$ cat config.mk
export PLATFORM = sky130hd
export DESIGN_NAME = guvm_mem_responder
export DESIGN_NICKNAME = d
export VERILOG_FILES = /design/src/rtl/guvm_resp_pkg.sv /design/src/rtl/guvm_sync_fifo.sv /design/src/rtl/guvm_mem_responder.sv
export SDC_FILE = /design/constraint.sdc
export NUM_CORES = 1
export LEC_CHECK = 0
export CORE_MARGIN = 2
export CORE_UTILIZATION = 60
export CTS_BUF_LIST = sky130_fd_sc_hd__clkbuf_8
export CTS_CLUSTER_SIZE = 8
export DETAILED_ROUTE_END_ITERATION = 12
export GPL_TIMING_DRIVEN = 1
export PLACE_DENSITY = 0.8
export SYNTH_ARGS = -nofsm -noshare
export SYNTH_HDL_FRONTEND = slang
export SYNTH_HIERARCHICAL = 1
export SYNTH_SLANG_ARGS = --single-unit
$ cat constraint.sdc
create_clock -name clk_i -period 11.13 [get_ports clk_i]
set_input_delay 2.226 -clock clk_i [delete_from_list [all_inputs] [get_ports clk_i]]
set_output_delay 2.226 -clock clk_i [all_outputs]
set_load 0.02 [all_outputs]
$ cat src/rtl/guvm_resp_pkg.sv
`default_nettype none
// ============================================================================
// Module      : guvm_resp_pkg
// Description : Shared constants, record types and LFSR step for the
//               memory-side responder.
// Revision    : 1.0 - initial release
// ============================================================================
package guvm_resp_pkg;

  localparam logic [31:0] DEFAULT_RDATA = 32'h0000_0013;
  localparam logic [15:0] LFSR_SEED     = 16'hACE1;
  localparam int          BUS_AW        = 32;
  localparam int          BUS_DW        = 32;

  typedef struct packed {
    logic [BUS_AW-1:0]   addr;
    logic [BUS_DW/8-1:0] be;
    logic [BUS_DW-1:0]   data;
  } cap_entry_t;

  typedef struct packed {
    logic              valid;
    logic [BUS_DW-1:0] data;
  } pipe_stage_t;

  // Fibonacci form, taps 16,14,13,11
  function automatic logic [15:0] lfsr_next(input logic [15:0] s);
    return {s[14:0], s[15] ^ s[13] ^ s[12] ^ s[10]};
  endfunction

endpackage
`default_nettype wire

$ cat src/rtl/guvm_sync_fifo.sv
`default_nettype none
// ============================================================================
// Module      : guvm_sync_fifo
// Description : Single-clock FIFO, DEPTH a power of two (>= 2); full/empty
//               from an extra pointer wrap bit; head is zero while empty.
// Revision    : 1.0 - initial release
// ============================================================================
module guvm_sync_fifo #(
  parameter int W     = 8,
  parameter int DEPTH = 16
) (
  input  logic         clk_i,
  input  logic         rst_i,
  input  logic         push_i,
  input  logic [W-1:0] data_i,
  input  logic         pop_i,
  output logic [W-1:0] data_o,
  output logic         full_o,
  output logic         empty_o
);

  localparam int PW = $clog2(DEPTH);

  logic [W-1:0] mem_q [DEPTH];
  logic [PW:0]  wr_ptr_q, wr_ptr_d;
  logic [PW:0]  rd_ptr_q, rd_ptr_d;
  logic         empty, full, do_push, do_pop;

  // A pop from an empty FIFO is ignored, so a same-cycle push never bypasses.
  always_comb begin
    empty    = (wr_ptr_q == rd_ptr_q);
    full     = (wr_ptr_q[PW] != rd_ptr_q[PW]) && (wr_ptr_q[PW-1:0] == rd_ptr_q[PW-1:0]);
    do_pop   = pop_i & ~empty;
    do_push  = push_i & (~full | do_pop);
    wr_ptr_d = wr_ptr_q + {{PW{1'b0}}, do_push};
    rd_ptr_d = rd_ptr_q + {{PW{1'b0}}, do_pop};
  end

  always_ff @(posedge clk_i) begin
    if (rst_i) begin
      wr_ptr_q <= '0;
      rd_ptr_q <= '0;
    end else begin
      wr_ptr_q <= wr_ptr_d;
      rd_ptr_q <= rd_ptr_d;
    end
  end

  always_ff @(posedge clk_i) begin
    if (do_push) mem_q[wr_ptr_q[PW-1:0]] <= data_i;
  end

  assign data_o  = empty ? '0 : mem_q[rd_ptr_q[PW-1:0]];
  assign full_o  = full;
  assign empty_o = empty;

endmodule
`default_nettype wire

$ cat src/rtl/guvm_mem_responder.sv
`default_nettype none
// ============================================================================
// Module      : guvm_mem_responder
// Description : Memory-side req/gnt/rvalid responder with fixed read latency,
//               stimulus-fed read data and store capture. Optional random
//               grant stalls via macro GUVM_RESP_RANDSTALL_EN.
// Revision    : 1.0 - initial release
// ============================================================================
module guvm_mem_responder
  import guvm_resp_pkg::*;
#(
  parameter int AW              = 32,
  parameter int DW              = 32,
  parameter int LATENCY         = 2,
  parameter int MAX_OUTSTANDING = 2,
  parameter int STIM_DEPTH      = 16,
  parameter int CAP_DEPTH       = 8,
  parameter bit STALL_ON_EMPTY  = 1'b1
) (
  input  logic            clk_i,
  input  logic            rst_i,
  input  logic            req_i,
  input  logic [AW-1:0]   addr_i,
  input  logic            we_i,
  input  logic [DW/8-1:0] be_i,
  input  logic [DW-1:0]   wdata_i,
  output logic            gnt_o,
  output logic            rvalid_o,
  output logic [DW-1:0]   rdata_o,
  input  logic            stim_valid_i,
  input  logic [DW-1:0]   stim_data_i,
  output logic            stim_ready_o,
  output logic            cap_valid_o,
  output logic [AW-1:0]   cap_addr_o,
  output logic [DW/8-1:0] cap_be_o,
  output logic [DW-1:0]   cap_data_o,
  input  logic            cap_ready_i,
  input  logic [3:0]      stall_thr_i,
  output logic            underflow_o,
  output logic [3:0]      outstanding_o
);

  localparam int BW = DW / 8;
  localparam int CW = AW + BW + DW;

  typedef struct packed {
    logic          valid;
    logic [DW-1:0] data;
  } stage_t;

  if (LATENCY < 1 || LATENCY > 8 || MAX_OUTSTANDING < 1 || MAX_OUTSTANDING > LATENCY)
  begin : g_param_check
    $error("guvm_mem_responder: LATENCY must be 1..8 and MAX_OUTSTANDING 1..LATENCY");
  end

  logic                  stim_empty, stim_full, stim_pop;
  logic [DW-1:0]         stim_head;
  logic                  cap_empty, cap_full, cap_push;
  logic [CW-1:0]         cap_head;
  logic                  rand_stall, accept;
  stage_t [LATENCY-1:0]  pipe_q, pipe_d;
  logic [3:0]            outstanding_q, outstanding_d;
  logic                  underflow_q, underflow_d;

`ifdef GUVM_RESP_RANDSTALL_EN
  logic [15:0] lfsr_q, lfsr_d;

  always_comb lfsr_d = lfsr_next(lfsr_q);

  always_ff @(posedge clk_i) begin
    if (rst_i) lfsr_q <= LFSR_SEED;
    else       lfsr_q <= lfsr_d;
  end

  assign rand_stall = (lfsr_q[3:0] < stall_thr_i);
`else
  logic unused_stall_thr;
  assign unused_stall_thr = ^stall_thr_i;
  assign rand_stall       = 1'b0;
`endif

  assign gnt_o = req_i & ~rst_i
               & (outstanding_q < 4'(MAX_OUTSTANDING))
               & ~(we_i & cap_full)
               & ~(~we_i & stim_empty & STALL_ON_EMPTY)
               & ~rand_stall;

  assign accept   = gnt_o;
  assign stim_pop = accept & ~we_i;
  assign cap_push = accept & we_i;

  guvm_sync_fifo #(.W(DW), .DEPTH(STIM_DEPTH)) u_stim_fifo (
    .clk_i   (clk_i),
    .rst_i   (rst_i),
    .push_i  (stim_valid_i),
    .data_i  (stim_data_i),
    .pop_i   (stim_pop),
    .data_o  (stim_head),
    .full_o  (stim_full),
    .empty_o (stim_empty)
  );

  guvm_sync_fifo #(.W(CW), .DEPTH(CAP_DEPTH)) u_cap_fifo (
    .clk_i   (clk_i),
    .rst_i   (rst_i),
    .push_i  (cap_push),
    .data_i  ({addr_i, be_i, wdata_i}),
    .pop_i   (cap_ready_i),
    .data_o  (cap_head),
    .full_o  (cap_full),
    .empty_o (cap_empty)
  );

  // Stage 0 loads the response; idle slots carry zero data so rdata_o stays quiet.
  always_comb begin
    pipe_d          = '0;
    pipe_d[0].valid = accept;
    if (accept & ~we_i)
      pipe_d[0].data = stim_empty ? DW'(DEFAULT_RDATA) : stim_head;
    for (int i = 1; i < LATENCY; i++)
      pipe_d[i] = pipe_q[i-1];

    underflow_d   = underflow_q | (accept & ~we_i & stim_empty);
    outstanding_d = outstanding_q;
    case ({accept, pipe_q[LATENCY-1].valid})
      2'b10:   outstanding_d = outstanding_q + 4'd1;
      2'b01:   outstanding_d = outstanding_q - 4'd1;
      default: outstanding_d = outstanding_q;
    endcase
  end

  always_ff @(posedge clk_i) begin
    if (rst_i) begin
      pipe_q        <= '0;
      outstanding_q <= '0;
      underflow_q   <= 1'b0;
    end else begin
      pipe_q        <= pipe_d;
      outstanding_q <= outstanding_d;
      underflow_q   <= underflow_d;
    end
  end

  assign rvalid_o                           = pipe_q[LATENCY-1].valid;
  assign rdata_o                            = pipe_q[LATENCY-1].data;
  assign stim_ready_o                       = ~stim_full;
  assign cap_valid_o                        = ~cap_empty;
  assign {cap_addr_o, cap_be_o, cap_data_o} = cap_head;
  assign underflow_o                        = underflow_q;
  assign outstanding_o                      = outstanding_q;

endmodule
`default_nettype wire
==> results.md <==
* Run status: completed
* Die height at 274 um
* GR Util All Layers at 24.9%
* Clock skew at 0.0495 ns
* Critical path class: register to primary output
* Setup tns final at 0 ns
* DP HPWL at 47.3 mm
* Worst Path Required at 8.90 ns
* Synthesized Nets at 2342
* Post-synthesis register bit count at 1145
* Flop pwr share at 56.0%
* Top-area cell type share of the netlist area at 72.6%
* Die area at 75000 sq um
* Vias in the first global route at 23187
* Num ports at 219
* Initial DRC Count at 2285
* Tmin final at 6.58 ns
* Row cnt at 98
* Max-cap viol count at 0
* Max-slew headroom at 13.2%
* Max Slew Vio Count at 0
* Maximum clock frequency at 0.152 GHz
* Wire length of the first global-routing pass at 138 mm
* Core area at 71700 sq um
* DR vias/cell at 6.18
* Number of synthesized flops with an enable pin at 1056
* Reg clk slew, reported paths at 0.06 ns
* Post-CTS sizing at 0
* Library cells used by synthesis at 41
* Crit start category: register
* Worst Tran Pin Value at 1.30 ns
* Area contributors post-synth: edfxtp_1 73%, mux4_2 6.6%, mux2i_1 6.3%
* Clock root cell: clkbuf_8
* Fraction of layout cells with a size suffix above 1 at 15.9%
* Initial Utilization at 60.9%
* Register area at 33500 sq um
* Tot Pwr at 8.50 mW
* Sw Share at 22.3%
* Clk pwr share at 37.1%
* Die X at 274 um
* DRT antenna net count at 0
* Seq/Total Area, Yosys at 76.7%
* Residual DRC at 0
* Multi-input logic area at 9730 sq um
* Largest area contributor in the netlist: edfxtp_1
* Post-CTS setup buffers at 0
* Clk buf depth at 3
* Num CTS Buffers at 178
* Switch Pwr at 1.89 mW
* Ys async rst share at 0%
* # fillers at 4225
* Pin count of the biggest net entering global routing at 160
* Area Growth Syn to Fin at 15.0%
* Mean Syn Cell Area at 19.7 sq um
* Final nets at 2642
* Main synth FF type: edfxtp_1
* Setup crit end kind: primary output
* Combinational share of power at 7.0%
* Drt first pass iters at 5
* Synth warn at 6
* Clock Sinks at 1145
* RSZ-0062 raised after global routing: false
* TritonCTS clock tree: built
* Cts hold-fix bufs at 0
* Pleak at 16.0 nW
* Tcrit/Tclk final at 59.1%
* Final setup vio count at 0
* Total internal power at 6.60 mW
* Worst IR drop on VDD at 0.000135 V
* GP Congestion at 0.738
* Routed len/inst at 25.6 um
* Inst Count DP at 3291
* Initial antenna violation count at 9
* PD cells at 169 nW/um^2
* H-tree depth at 4
* Hold WC Path Type: register to register
* Grt total ovfl at 0
* Worst-Skew Late Latency at 0.81 ns
* Arr. time, crit path at 4.35 ns
* Cells after Synth at 2221
* Synthesized cell area at 43700 sq um
* I/O Buffers at 214
* Final Hold Viols at 0
* Total Wirelength at 92.7 mm
* Vias post-DR at 22357
* Non-Filler Instances at 3616
* Critical Path Fanout Max at 159
## worst max-delay path: stages, from the launching register on
cell             delay [ns]
dfxtp_4                0.36
buf_12                 0.78
buf_4                  0.96
mux2i_1                0.20
a22oi_1                0.23
and3_1                 0.23
clkdlybuf4s50_1        0.61
## cells in the mapped netlist (16+ instances only)
library cell	count
buf_4	17
and2_1	37
edfxtp_1	1056
nor2b_1	58
nand3_1	16
dfxtp_1	89
mux2i_1	273
clkbuf_1	56
a311oi_1	16
a22oi_1	232
nor2_1	21
and3_1	68
buf_6	21
buf_2	35
mux4_2	128
## metal layers
| metal | track usage (%) | routed length [um] |
|---|---|---|
| met1 | 32.9 | 35900 |
| met2 | 41.6 | 47200 |
| met3 | 5.22 | 7540 |
| met4 | 8.38 | 1910 |
| met5 | 0 | 101 |
## power groups by stage
stage               Combinational [mW]  Clock (mW)  Sequential (mW)
floorplan                        0.355           0             4.84
global placement                 0.570           0             4.84
detailed placement               0.589           0             4.84
CTS                              0.592        3.22             4.76
global route                     0.629        3.40             4.76
finish                           0.592        3.15             4.76
## logic make-up (layout without fill, tap and decap cells)
| logic type | after synthesis | count (layout) | synth area share [%] |
|---|---|---|---|
| simple gates | 224 | 224 | 3.01 |
| flops | 1145 | 1145 | 76.7 |
| mux | 402 | 402 | 12.9 |
| compound gates | 267 | 267 | 4.60 |
| fa+ha+maj | 11 | 11 | 0.315 |
| other cells | 0 | 1 | 0 |
| xor+xnor | 23 | 23 | 0.461 |
| buf+inv | 149 | 593 | 2.03 |
## cells in the final DEF (no fill, tap or decap), drive strengths merged, types with 2 or more instances in the layout
master / count
mux4: 128
clkbuf: 188
inv: 112
nand3: 16
nor2b: 58
and2: 37
xnor2: 9
clkinv: 26
dfxtp: 89
a311oi: 16
nand2: 13
a22oi: 232
nor2: 22
mux2i: 273
a31oi: 2
or3: 2
clkinvlp: 3
nand4: 3
buf: 49
ha: 11
edfxtp: 1056
a21oi: 13
bufinv: 2
and3: 68
xor2: 14
clkdlybuf4s50: 213
## area by class of cell
type	instances	share of cell area, %
antenna	1	0.00498
clock buffer	188	5.15
clock inverter	136	1.31
inverter	7	0.0523
multi-input combinational	927	19.4
sequential	1145	66.7
tap	950	2.37
timing repair buffer	262	5.00
## registers in the layout, summed over array words and instances, names as in the netlist
signal,flops
rvalid_o,1
u_stim_fifo/mem_q,512
u_cap_fifo/mem_q,544
rdata_o,32
outstanding_o,4
u_stim_fifo/rd_ptr_q,5
pipe_d,33
u_cap_fifo/wr_ptr_q,4
underflow_o,1
u_stim_fifo/wr_ptr_q,5
u_cap_fifo/rd_ptr_q,4
## path summary, 6_finish.rpt
| path | end | slack, ns | startpoint | cells after the start |
|---|---|---|---|---|
| worst max register to register | u_stim_fifo/mem_q[4][12] | 6.38 | u_stim_fifo/rd_ptr_q[1] | 10 |
| worst min register to register | rdata_o[12] | 0.44 | pipe_d[45] | 1 |
| worst max-delay path | cap_be_o[1] | 4.55 | u_cap_fifo/rd_ptr_q[0] | 6 |
| worst min-delay path | rdata_o[12] | 0.44 | pipe_d[45] | 1 |
## through the flow
stage	hold WS, ns	util (%)	setup WS [ns]	area [sq um]
after global placement	0.431	65.5	4.66	47000
after CTS	0.436	70.0	4.52	50200
after global routing	0.450	70.0	4.38	50200
final	0.435	70.0	4.55	50200
after detailed placement	0.421	65.5	4.65	47000
after floorplan	0.414	-	4.23	43700
Power figures use the tool's default switching activity.
